[config.mk]
export PLATFORM = sky130hd
export DESIGN_NAME = shift_seq_controller
export DESIGN_NICKNAME = d
export VERILOG_FILES = /design/src/rtl/shift_seq_pkg.sv /design/src/rtl/shift_seq_controller_step_counter.sv /design/src/rtl/shift_seq_controller.sv
export SDC_FILE = /design/constraint.sdc
export NUM_CORES = 1
export LEC_CHECK = 0
export CORE_AREA = 10 10 47 49
export DETAILED_ROUTE_END_ITERATION = 8
export DIE_AREA = 0 0 57 59
export HOLD_SLACK_MARGIN = 0.02
export PLACE_DENSITY = 0.62
export SYNTH_ARGS = -nofsm -noshare
export SYNTH_HDL_FRONTEND = slang
export SYNTH_SLANG_ARGS = --single-unit
export TNS_END_PERCENT = 100
[constraint.sdc]
create_clock -name clk -period 2.4 [get_ports clk]
set_clock_uncertainty 0.2 [all_clocks]
set_input_delay 0.36 -clock clk [delete_from_list [all_inputs] [get_ports clk]]
set_output_delay 0.36 -clock clk [all_outputs]
set_load 0.01 [all_outputs]
[src/rtl/shift_seq_pkg.sv]
// Shared state encoding and defaults for the shift-add multiplier sequencer.
package shift_seq_pkg;

  localparam int SEQ_N_DEF = 14;

  typedef enum logic [1:0] {
    ST_IDLE = 2'd0,
    ST_LOAD = 2'd1,
    ST_EXEC = 2'd2,
    ST_DONE = 2'd3
  } seq_state_e;

endpackage

[src/rtl/shift_seq_controller_step_counter.sv]
// Step counter for the shift sequencer: synchronous clear/increment with a
// terminal flag on the last shift step (N-1).
module step_counter
  import shift_seq_pkg::*;
#(
  parameter int  N     = SEQ_N_DEF,
  localparam int CNT_W = $clog2(N + 1)
) (
  input  logic             clk,
  input  logic             reset,
  input  logic             clr,
  input  logic             inc,
  output logic [CNT_W-1:0] cnt,
  output logic             term
);

  logic [CNT_W-1:0] cnt_q, cnt_d;

  always_comb begin
    cnt_d = cnt_q;
    if (clr)      cnt_d = '0;
    else if (inc) cnt_d = cnt_q + 1'b1;
  end

  always_ff @(posedge clk or posedge reset) begin
    if (reset) cnt_q <= '0;
    else       cnt_q <= cnt_d;
  end

  assign cnt  = cnt_q;
  assign term = (cnt_q == CNT_W'(N - 1));

endmodule

[src/rtl/shift_seq_controller.sv]
// Load/shift/done sequencer for the shift-right register of a shift-add multiplier.
// Optional early termination on an all-zero register: `define SHIFT_SEQ_EARLY_TERM_EN.
module shift_seq_controller
  import shift_seq_pkg::*;
#(
  parameter int  N     = SEQ_N_DEF,
  localparam int CNT_W = $clog2(N + 1)
) (
  input  logic             clk,
  input  logic             reset,
  input  logic             start,
  input  logic             abort,
  input  logic             sr_lsb,
  input  logic             sr_zero,
  output logic             load_en,
  output logic             shift_en,
  output logic             add_en,
  output logic             clr_acc,
  output logic             busy,
  output logic             done,
  output logic [CNT_W-1:0] step_cnt
);

  seq_state_e state_q, state_d;
  logic       cnt_clr, cnt_inc, cnt_term, early_stop;

`ifdef SHIFT_SEQ_EARLY_TERM_EN
  assign early_stop = sr_zero;
`else
  logic unused_sr_zero;
  assign early_stop     = 1'b0;
  assign unused_sr_zero = sr_zero;
`endif

  step_counter #(.N(N)) u_step_counter (
    .clk  (clk),
    .reset(reset),
    .clr  (cnt_clr),
    .inc  (cnt_inc),
    .cnt  (step_cnt),
    .term (cnt_term)
  );

  always_ff @(posedge clk or posedge reset) begin
    if (reset) state_q <= ST_IDLE;
    else       state_q <= state_d;
  end

  always_comb begin
    state_d = state_q;
    cnt_clr = 1'b0;
    cnt_inc = 1'b0;
    case (state_q)
      ST_IDLE: if (start) state_d = ST_LOAD;
      ST_LOAD: begin
        cnt_clr = 1'b1;
        state_d = ST_EXEC;
      end
      ST_EXEC: begin
        cnt_inc = 1'b1;
        if (cnt_term || early_stop) state_d = ST_DONE;
      end
      // held start chains straight into the next load
      ST_DONE: state_d = start ? ST_LOAD : ST_IDLE;
      default: state_d = ST_IDLE;
    endcase
    if (abort) begin
      state_d = ST_IDLE;
      cnt_clr = 1'b0;
      cnt_inc = 1'b0;
    end
  end

  assign load_en  = (state_q == ST_LOAD);
  assign clr_acc  = (state_q == ST_LOAD);
  assign shift_en = (state_q == ST_EXEC);
  assign done     = (state_q == ST_DONE);
  assign busy     = (state_q != ST_IDLE);
  assign add_en   = shift_en & sr_lsb & ~early_stop;

endmodule

==> results of run 1 <==
-- synth_stat cells (2+ instances only) --
cell type  number
nor2_1          2
nand2_1         2
dfrtp_1         6
o21ai_0         5
o31ai_1         2
ha_1            6
inv_1           6
nand2b_1        2
-- power groups by stage --
stage | Sequential, mW | Clock, mW | Combinational (mW)
3_3_place_gp | 0.197 | 0 | 0.409
5_1_grt | 0.206 | 0.111 | 0.464
6_report | 0.197 | 0.0950 | 0.408
2_1_floorplan | 0.195 | 0 | 0.231
4_1_cts | 0.198 | 0.0999 | 0.417
3_5_place_dp | 0.200 | 0 | 0.415
-- layout make-up --
type                       count  area [sq um]  area share [%]
clock buffer                   3          22.5            3.61
multi-input combinational     34           260            41.8
timing repair buffer          15           148            23.7
tap                           16          20.0            3.21
inverter                       6          22.5            3.61
sequential                     6           150            24.1
-- metrics by stage --
stage / hold WS (ns) / utilization (%)
finish: 0.127 / 44.5
global route: 0.142 / 44.5
CTS: 0.135 / 44.5
detailed placement: 0.292 / 42.9
global placement: 0.279 / 42.9
floorplan: -0.0490 / -
-- state kept, by name (all words and copies together) (netlist names) --
signal              flops
u_step_counter.cnt      4
state_q                 2
-- final timing paths --
check / endpoint / from / depth (start not counted)
max: clr_acc / state_q[1] / 3
min: u_step_counter.cnt[1] / reset / 2
max reg2reg: state_q[1] / state_q[0] / 6
min reg2reg: u_step_counter.cnt[3] / u_step_counter.cnt[3] / 1
max in group asynchronous: state_q[1] / reset / 2
min in group clk: u_step_counter.cnt[3] / u_step_counter.cnt[3] / 1
-- worst max-delay path: stages (launching register included) --
cell             delay, ns
dfrtp_1               0.42
inv_1                 0.10
ha_1                  0.29
clkdlybuf4s50_1       0.59
-- metal layers --
layer	vias up	part of all wire [%]	GRT usage [%]
met3	2	13	6.44
met5	-	0	0
li1	202	-	-
met1	180	45	7.59
met4	0	0.39	3.02
met2	16	41	9.15
-- logic make-up (layout without fill, tap and decap cells) --
logic type | Yosys count | count (layout) | share of synthesized area, %
buffers and inverters | 7 | 24 | 6.82
AND/OR/NAND/NOR | 13 | 13 | 18.2
multiplexers | 1 | 1 | 2.56
AO/OA/AOI/OAI | 14 | 14 | 21.3
adder cells (fa/ha/maj) | 6 | 6 | 17.0
flip-flops | 6 | 6 | 34.1
==> results.toml, run 1 <==
[power_and_ir_drop]
powerDensity_nw_per_um2 = 1120
clkPwrFrac_pct = 13.6
swShare_pct = 39.8
report.power.total_mw = 0.700
combPwrFrac_pct = 58.3
leakage_nw = 0.276
p_switching_mw = 0.279
p_int_mw = 0.421
peakVddDrop_v = 0.000525
sequentialPowerShare_pct = 28.2

[clocking]
clock-root-buffer = "clkbuf_4"
cts_tree = "built"
clock_sinks = 6
cts_buffer_depth = 2
numCtsBuffers = 3
holdBufCountCts = 0
htreeDepth = 1
postCtsSetupRepairBufs = 0
clock_latency_ns = 0.25
ctsResizeCount = 0
path_clk_slew_ns = 0.04

[synth]
yosysWarnings = 0
synth_cell_types = 24
postSynth.topFlopCell = "dfrtp_1"
synth_largest_area_cell = "dfrtp_1"
yosys-top-cells-area = "dfrtp_1, ha_1, o21ai_0"
synth_area_sq_um = 440
synth_edf_count = 0
syn_area_per_cell_sq_um = 9.37
yosysTopAreaCellShare_pct = 34.1
synthArstFlopShare_pct = 100
synth_nets = 59
netlist_instances = 47
synth-seq-area-share_pct = 34.1
ys_ff_latch = 6

[placement]
place_congestion = 0.706
place_ws_ns = 0.377
portBuffers = 14
place_inst = 77
dpl_cell_area_sq_um = 601
hpwl_microns = 818

[critical_path]
cp-start-kind = "flip-flop"
worst-setup-path-type = "reg -> out"
r2r_slack_ns = 0.66
path_max_fanout = 7
crit_required_ns = 1.84
end_kind = "primary output"
cp_data_arrival_time_ns = 1.65

[detailed_routing]
drc = 0
drtIter0Drc = 2
wire_per_inst_microns = 12.9
via_per_inst = 5.00
detail-route-antenna-nets = 0
dr.pass1.iters = 2
wl_microns = 1030
dr_total_vias = 400

[die]
start_util_pct = 31.4
rows = 14
die_area_sq_um = 3360
pin_count = 16
die_w_microns = 57
placeableCoreArea_sq_um = 1400
die_h_microns = 59

[grt]
grt_pass1_vias = 405
grt_max_degree = 10
grt-ovfl-total = 0
grt.total_usage_pct = 6.99
grt_pass1_wl_microns = 1840
antenna_found_initial = 0

[timing]
min_period_over_period_pct = 92.1
maxSlewViolCount = 0
rsz0062_at_grt = "false"
finalCriticalPeriod_ns = 2.21
setup_ws_ns = 0.189
hold_viol = 0
worst_slew_pin_slew_ns = 0.289
fin_tns_setup_ns = 0
setup_viol = 0
max_freq_mhz = 452
slew_headroom_pct = 80.7

[outcome]
outcome = "finished clean"

[cells_and_area]
final_nets = 78
n_fill_cell = 139
final_cell_area_sq_um = 623
layout-drive-gt1-share_pct = 14.1
mostFrequentLayoutCell = "clkdlybuf4s50_1"
area_growth_pct = 41.5
final_cell_mix = "clkdlybuf4s50_1, inv_1, ha_1, dfrtp_1, o21ai_0"
diodes = 0
final_cells = 80

[worst_hold_path]
min-delay-path-class = "in -> async"

[run]
cap_violations = 0
No activity file was read; power rests on OpenSTA's default activity.
==> inputs of run 2 (changes only) <==
Settings changed: SLEW_MARGIN set to 10.
==> results of run 2 <==
Same layout as run 1: the final DEF is identical, and so are final timing and power.
